`src/rtl/counter.sv`:
```
// counter: WIDTH-bit up-counter. It advances by one on a rising clk edge only
// when count_en and count_valid are both high, and it wraps silently from the
// all-ones value to zero. resetn is an asynchronous reset that is active-high
// despite its name. While resetn is high the count is forced to RESET_VAL.
module counter #(
  parameter int unsigned WIDTH     = 8,
  parameter int unsigned RESET_VAL = 0
) (
  input  logic             clk,
  input  logic             resetn,
  input  logic             count_en,
  input  logic             count_valid,
  output logic [WIDTH-1:0] o_count
);

  // RESET_VAL is truncated to the counter width. The caller must keep it in range.
  localparam logic [WIDTH-1:0] RST_V = WIDTH'(RESET_VAL);
  localparam logic [WIDTH-1:0] ONE   = WIDTH'(1);

  logic             count_qual;
  logic [WIDTH-1:0] count_d;
  logic [WIDTH-1:0] count_q;

  // The two qualifiers have equal weight: both must be high at the edge.
  assign count_qual = count_en & count_valid;

  // Next-count logic. The default is to hold. A qualified edge adds one and
  // relies on modular wrap, so there is no saturation and no flag.
  always_comb begin
    count_d = count_q;
    if (count_qual) begin
      count_d = count_q + ONE;
    end
  end

  // Count register. Reset is asynchronous, so it does not wait for a clock edge.
  always_ff @(posedge clk or posedge resetn) begin
    if (resetn) begin
      count_q <= RST_V;
    end else begin
      count_q <= count_d;
    end
  end

  assign o_count = count_q;

endmodule

```
`config.mk`:
```
export PLATFORM = sky130hd
export DESIGN_NAME = counter
export DESIGN_NICKNAME = d
export VERILOG_FILES = /design/src/rtl/counter.sv
export SDC_FILE = /design/constraint.sdc
export NUM_CORES = 1
export LEC_CHECK = 0
export ABC_AREA = 1
export ABC_CLOCK_PERIOD_IN_PS = 2630
export CORE_AREA = 2 2 39 41
export CTS_BUF_LIST = sky130_fd_sc_hd__clkbuf_4 sky130_fd_sc_hd__clkbuf_8 sky130_fd_sc_hd__clkbuf_16
export DETAILED_ROUTE_END_ITERATION = 7
export DIE_AREA = 0 0 41 43
export PLACE_DENSITY_LB_ADDON = 0.25
export SLEW_MARGIN = 15
export SYNTH_ARGS = -nofsm -noshare
export SYNTH_HDL_FRONTEND = slang
export SYNTH_SLANG_ARGS = --single-unit
```
`constraint.sdc`:
```
create_clock -name clk -period 2.63 [get_ports clk]
set_input_delay 0.263 -clock clk [delete_from_list [all_inputs] [get_ports clk]]
set_output_delay 0.263 -clock clk [all_outputs]
set_load 0.005 [all_outputs]
```
==> impl_summary.txt, run 1 <==
----------------------------------------------------
[Power and ir drop]
  Worst-case vdd ir drop ... 0.328 mV
  Static leakage power ... 0.284 nW
  Power Dens Cells ... 1010 nW/um2

[Run]
  Total of max-cap violations ... 0

[Logic synthesis]
  EDFF count, synth ... 0
  Post-synthesis instance area ... 414 um2
  Post-synth top flop ... dfrtp_1
  Number of nets produced by synthesis ... 53
  Share of flip-flops with an asynchronous set or reset after synthesis ... 100%
  Mean post-synth cell area ... 8.63 um2
  Post-synthesis sequential area ratio ... 48.3%
  Cell taking the most area after synthesis ... dfrtp_1
  Main area contributors after synthesis ... dfrtp_1 48%, nand2_1 12%, inv_1 10%
  Cells after Synth ... 48
  FF+latch count, synth ... 8
  Area fraction of the dominant cell type after synthesis ... 48.3%
  Cell with the most instances after synthesis ... nand2_1
  Unique masters post-synth ... 12
  Yosys warning count ... 0
  Most frequent cells after synthesis ... 13 x nand2_1, 11 x inv_1, 8 x dfrtp_1

[Route]
  Via count of the routed design ... 308
  Antenna Violating Nets Remaining ... 0
  Vias per cell ... 3.95
  Routed wire length ... 709 um
  First drt pass iteration count ... 2
  Number of remaining DRC errors ... 0
  Routed wire per std cell ... 9.09 um
  DR iter-0 viols ... 1

[Global route]
  First-pass GRT wire length ... 1100 um
  Overall fraction of global-route tracks in use ... 9.62%
  Grt total ovfl ... 0
  Antenna violations before repair ... 0
  Maximum number of pins on one net before global-route repair ... 9
  Vias in the first global route ... 283

[Clocking]
  Number of hold-repair buffers added at the cts stage ... 0
  Post_cts resized ... 0
  TritonCTS Sinks ... 8
  Longest Clk Path Bufs ... 2
  Clock tree from TritonCTS ... done
  Number of H-tree branching levels ... 1
  Post-CTS Repair Setup Buffers ... 0
  Number of CTS-inserted buffers ... 3
  Clock root buffer master ... clkbuf_4
  Clock input transition at the sequential cells of the worst setup and hold paths ... 0.06 ns
  Skew-Pair Late Insertion Delay ... 0.25 ns

[Timing]
  Setup Skew ... 0.00155 ns
  Final worst setup slack ... 1.17 ns
  Slew Limit Fails ... 0
  Crit share post-route ... 55.5%
  Clock period minus final worst setup slack ... 1.46 ns
  Hold violation total from the final report ... 0
  Actual transition at the worst max-transition pin ... 0.317 ns
  FMAX ... 0.685 GHz
  Unrepaired setup endpoints after global routing ... no
  Final setup vio count ... 0
  Sum of negative setup slack ... 0 ns
  Worst slew slack as a fraction of its limit ... 78.8%

[Worst setup path]
  Classification of the worst setup path ... flip-flop to output pin
  Data arrival time of the critical path ... 1.20 ns
  Chain of cells forming the critical path ... clkdlybuf4s50_1
  Kind of cell adding the most delay to the critical path ... buffers and inverters
  Crit-path max FO ... 5
  Sum of buffers and inverters on the critical path ... 1
  Worst setup SP type ... flip-flop
  Maximum single-stage delay on the critical path ... 0.53 ns
  Slowest-stage cell, CP ... clkdlybuf4s50_1
  Required time reported for the critical path endpoint ... 2.37 ns
  Critical Path Sink Type ... output pin

[Status]
  Result of the run ... finished clean

[Die]
  Y dimension of the die ... 43 um
  X dimension of the die ... 41 um
  Placement row count ... 14
  Initial core utilization ... 29.9%
  Number of I/O pins ... 12
  Floorplan core area ... 1380 um2
  Die footprint ... 1760 um2

[Placement]
  Dpl cells ... 75
  DP Wirelength ... 554 um
  Number of buffer cells added on primary ports ... 11
  Place WS ... 1.30 ns
  Routability-driven placement congestion ratio ... 0.702

[Layout]
  Synthesis-to-finish area growth ... 36.9%
  Filler Cell Count ... 149
  Antenna diode instance count ... 0
  Footprint of the multi-input gates ... 173 um2
  Max reg flops ... 8
  Cell Count, Final, Fillers Out ... 78
  Fraction of layout instances using a drive strength above 1 ... 12.9%
  Net count, final ... 69
  Utilization after layout ... 41.0%
  Reg area ... 200 um2

[Worst hold path]
  Class of the most critical hold timing path ... input pin to async pin

----------------------------------------------------
## where the power goes
part,total (mW),internal (mW),switching (mW)
Combinational,0.241,0.145,0.0951
Clock,0.0928,0.0522,0.0406
Sequential,0.238,0.177,0.0616
## routing by layer
metal	vias up	track usage [%]	share of wire (%)
met4	0	10.0	1.3
met1	131	12.5	47
met3	2	1.57	3.4
met2	5	12.2	49
met5	-	0	0
li1	170	-	-
## cell type report
cell class,instances,area share [%]
Inverter,11,7.28
Sequential cell,8,35.3
Tap cell,16,3.53
Clock buffer,3,3.97
Timing Repair Buffer,11,19.4
Multi-Input combinational cell,29,30.5
## worst paths after layout
kind | start | endpoint | slack [ns] | cells after the start
min reg2reg | o_count[0]$_DFFE_PP0P_ | o_count[0]$_DFFE_PP0P_ | 0.53 | 1
max | o_count[3]$_DFFE_PP0P_ | o_count[3] | 1.17 | 1
min | resetn | o_count[0]$_DFFE_PP0P_ | 0.26 | 2
min in group clk | o_count[0]$_DFFE_PP0P_ | o_count[0]$_DFFE_PP0P_ | 0.53 | 1
max in group asynchronous | resetn | o_count[4]$_DFFE_PP0P_ | 2.13 | 2
max reg2reg | o_count[0]$_DFFE_PP0P_ | o_count[4]$_DFFE_PP0P_ | 1.54 | 5
## metrics by stage
stage / total power, mW / hold slack [ns] / instance area, um2
after floorplan: 0.353 / 0.0787 / 414
after global placement: 0.481 / 0.512 / 544
after detailed placement: 0.486 / 0.523 / 544
after CTS: 0.582 / 0.269 / 567
after global routing: 0.624 / 0.298 / 567
final: 0.572 / 0.259 / 567
## kinds of logic (layout without fill, tap and decap cells)
kind of cell  after synthesis  in the layout  synth area share (%)
fa+ha+maj                   1              1                  3.02
xor+xnor                    4              4                  8.46
flops                       8              8                  48.3
buf+inv                    11             25                  9.97
simple gates               23             23                  27.5
mux                         1              1                  2.72
## cell usage in the layout (no fill, tap or decap), types with 2 or more instances in the layout
cell type	count
nor2_4	2
nand3_1	4
clkdlybuf4s50_1	11
xor2_1	2
dfrtp_1	8
inv_1	11
clkbuf_4	3
nand2_2	2
xnor2_1	2
nand2_1	13
Power figures use the tool's default switching activity.
==> run 2, diff against run 1 <==
- ABC_CLOCK_PERIOD_IN_PS: 2630 -> 1310
- clock period: 2.63 -> 1.31 ns (I/O delays scaled with it)
==> run 2 against run 1 <==
Clock skew rose by 0.0051 ns. Clock power increased by 99%. Sequential cell count unchanged. First-iteration DRC count rose to 5.0 times the previous value. Cell count increased by 7.7%. Largest power group unchanged. Die area is the same. Combinational power grew to 2.8 times the previous value. Critical endpoint is now o_count[4].
==> impl_summary.txt, run 2 (synthesis gave the netlist of run 1 again) <==
----------------------------------------------------
[Worst setup path]
  Kind of cell adding the most delay to the critical path ... buffers and inverters (unchanged)
  Required time reported for the critical path endpoint ... 1.18 ns (was 2.37 ns)
  Register-to-register setup slack ... 0.11 ns (was 1.54 ns)
  Number of cells on the critical path ... 1 (unchanged)
  Crit-path max FO ... 3 (was 5)
  Critical Path Sink Type ... output pin (unchanged)
  Data arrival time of the critical path ... 1.16 ns (was 1.20 ns)
  Crit path launch ... o_count[4]$_DFFE_PP0P_ (was o_count[3]$_DFFE_PP0P_)
  Capture point of the worst path ... o_count[4] (was o_count[3])
  Classification of the worst setup path ... flip-flop to output pin (unchanged)
  Slowest-stage cell, CP ... clkdlybuf4s50_1 (unchanged)
  Maximum single-stage delay on the critical path ... 0.52 ns (was 0.53 ns)
  Sum of buffers and inverters on the critical path ... 1 (unchanged)
  Source of the worst register-to-register timing path ... o_count[0]$_DFFE_PP0P_ (unchanged)
  Number of cells traversed by the worst register-to-register path ... 3 (was 5)
  Chain of cells forming the critical path ... clkdlybuf4s50_1 (unchanged)
  Capture point of the worst reg-to-reg path ... o_count[1]$_DFFE_PP0P_ (was o_count[4]$_DFFE_PP0P_)
  Worst setup SP type ... flip-flop (unchanged)

[Power and ir drop]
  Static leakage power ... 0.313 nW (was 0.284 nW)
  Combinational share of power ... 52.0% (was 42.1%)
  Register share of total power ... 33.6% (was 41.7%)
  Power Dens Cells ... 2090 nW/um2 (was 1010 nW/um2)
  Worst-case vdd ir drop ... 0.649 mV (was 0.328 mV)
  Internal Dissipation ... 855 uW (was 374 uW)
  Clock group share of total power ... 14.4% (was 16.2%)
  Net switching component of the power ... 431 uW (was 197 uW)
  Switching power share of the total ... 33.5% (was 34.5%)

[Layout]
  Net count, final ... 75 (was 69)
  Leading cell type in the layout, fill and taps excluded ... nand2_1 (unchanged)
  Final std cell area, no fill ... 614 um2 (was 567 um2)
  Synthesis-to-finish area growth ... 48.3% (was 36.9%)
  Antenna diode instance count ... 0 (unchanged)
  Max reg flops ... 8 (unchanged)
  Fraction of layout instances using a drive strength above 1 ... 20.6% (was 12.9%)
  Commonest cells after routing, fill and taps aside ... 13 x nand2_1, 11 x inv_1, 10 x clkdlybuf4s50_1, 8 x dfrtp_1, 6 x buf_4 (was 13 x nand2_1, 11 x inv_1, 11 x clkdlybuf4s50_1, 8 x dfrtp_1, 4 x nand3_1)
  Cell Count, Final, Fillers Out ... 84 (was 78)

[Route]
  First drt pass iteration count ... 4 (was 2)
  Vias per cell ... 4.07 (was 3.95)
  Number of remaining DRC errors ... 0 (unchanged)
  Antenna Violating Nets Remaining ... 0 (unchanged)
  Routed wire length ... 790 um (was 709 um)
  DR iter-0 viols ... 5 (was 1)
  Routed wire per std cell ... 9.40 um (was 9.09 um)
  Via count of the routed design ... 342 (was 308)

[Clocking]
  Number of CTS-inserted buffers ... 3 (unchanged)
  Skew-Pair Late Insertion Delay ... 0.25 ns (about the same)
  Clock tree from TritonCTS ... done (unchanged)
  Longest Clk Path Bufs ... 2 (unchanged)
  TritonCTS Sinks ... 8 (unchanged)
  Number of H-tree branching levels ... 1 (unchanged)
  Clock input transition at the sequential cells of the worst setup and hold paths ... 0.06 ns (about the same)
  Clock root buffer master ... clkbuf_4 (unchanged)

[Timing]
  Final worst setup slack ... 0.0214 ns (was 1.17 ns)
  Slew Limit Fails ... 0 (unchanged)
  FMAX ... 0.776 GHz
  Worst slew slack as a fraction of its limit ... 78.7% (was 78.8%)
  Hold violation total from the final report ... 0 (unchanged)
  Final setup vio count ... 0 (unchanged)
  Sum of negative setup slack ... 0 ns (unchanged)
  Actual transition at the worst max-transition pin ... 0.320 ns (was 0.317 ns)
  Crit share post-route ... 98.4%
  Clock period minus final worst setup slack ... 1.29 ns
  Setup Skew ... 0.00669 ns (was 0.00155 ns)

[Global route]
  Overall fraction of global-route tracks in use ... 10.5% (was 9.62%)
  Met2 GRT Util ... 16.9% (was 12.2%)
  Maximum number of pins on one net before global-route repair ... 9 (unchanged)
  Grt total ovfl ... 0 (unchanged)
  Antenna violations before repair ... 0 (unchanged)
  Gr busiest metal ... met2 (was met1)
  First-pass GRT wire length ... 1280 um (was 1100 um)
  Global Route met1 Usage ... 12.4% (was 12.5%)
  Vias in the first global route ... 333 (was 283)
  Global Route met3 Usage ... 1.57% (unchanged)

[Run]
  Total of max-cap violations ... 0 (unchanged)

[Die]
  Number of I/O pins ... 12 (unchanged)
  Y dimension of the die ... 43 um (unchanged)
  Floorplan core area ... 1380 um2 (unchanged)
  Placement row count ... 14 (unchanged)
  Initial core utilization ... 29.9% (unchanged)
  Die footprint ... 1760 um2 (unchanged)
  X dimension of the die ... 41 um (unchanged)

[Placement]
  Number of buffer cells added on primary ports ... 11 (unchanged)
  Dpl cells ... 75 (unchanged)
  Placement Cell Area ... 544 um2 (unchanged)
  DP Wirelength ... 586 um (was 554 um)
  Routability-driven placement congestion ratio ... 0.697 (was 0.702)
  Place WS ... 0.0952 ns (was 1.30 ns)

[Worst hold path]
  Class of the most critical hold timing path ... input pin to async pin (unchanged)

[Status]
  Result of the run ... finished clean (unchanged)

----------------------------------------------------
## run 2: final cells by class
| cell class | count | area, um2 |
|---|---|---|
| inverter | 11 | 41.3 |
| sequential | 8 | 200 |
| fill | 142 | 769 |
| tap | 16 | 20.0 |
| multi-input combinational | 29 | 173 |
| clock buffer | 3 | 22.5 |
| timing repair buffer | 17 | 158 |
## run 2: worst min path at each step
stage               startpoint                endpoint  slack, ns
finish                  resetn  o_count[6]$_DFFE_PP0P_       0.13
global route            resetn  o_count[6]$_DFFE_PP0P_       0.16
CTS                     resetn  o_count[6]$_DFFE_PP0P_       0.14
detailed placement      resetn  o_count[3]$_DFFE_PP0P_       0.41
global placement        resetn  o_count[0]$_DFFE_PP0P_       0.41
floorplan               resetn  o_count[0]$_DFFE_PP0P_      -0.05
## run 2: power groups by stage
stage	Clock [mW]	Sequential [mW]	Combinational [mW]
5_1_grt	0.212	0.442	0.746
3_3_place_gp	0	0.485	0.481
3_5_place_dp	0	0.491	0.496
2_1_floorplan	0	0.477	0.231
6_report	0.185	0.432	0.669
4_1_cts	0.193	0.447	0.611
## run 2: through the flow
step | hold WS (ns) | power, mW | utilization, %
after floorplan | -0.0533 | 0.708 | -
after global placement | 0.407 | 0.966 | 39.3
after detailed placement | 0.407 | 0.987 | 39.3
after CTS | 0.143 | 1.25 | 42.6
after global routing | 0.163 | 1.40 | 44.4
final | 0.133 | 1.29 | 44.4
## run 2: per-layer routing
| metal | vias to the layer above | part of all wire, % |
|---|---|---|
| met1 | 155 | 48 |
| met3 | 0 | 2.7 |
| met5 | - | 0 |
| met2 | 5 | 49 |
| li1 | 182 | - |
| met4 | 0 | 0 |
## run 2: repair_timing
item / 4_1_cts / 5_1_grt
hold buffers: 0 / 0
buffers inserted: 3 / 3
pin swaps: 0 / 0
gates resized for setup: 0 / 1
setup endpoints to repair: 3 / 4
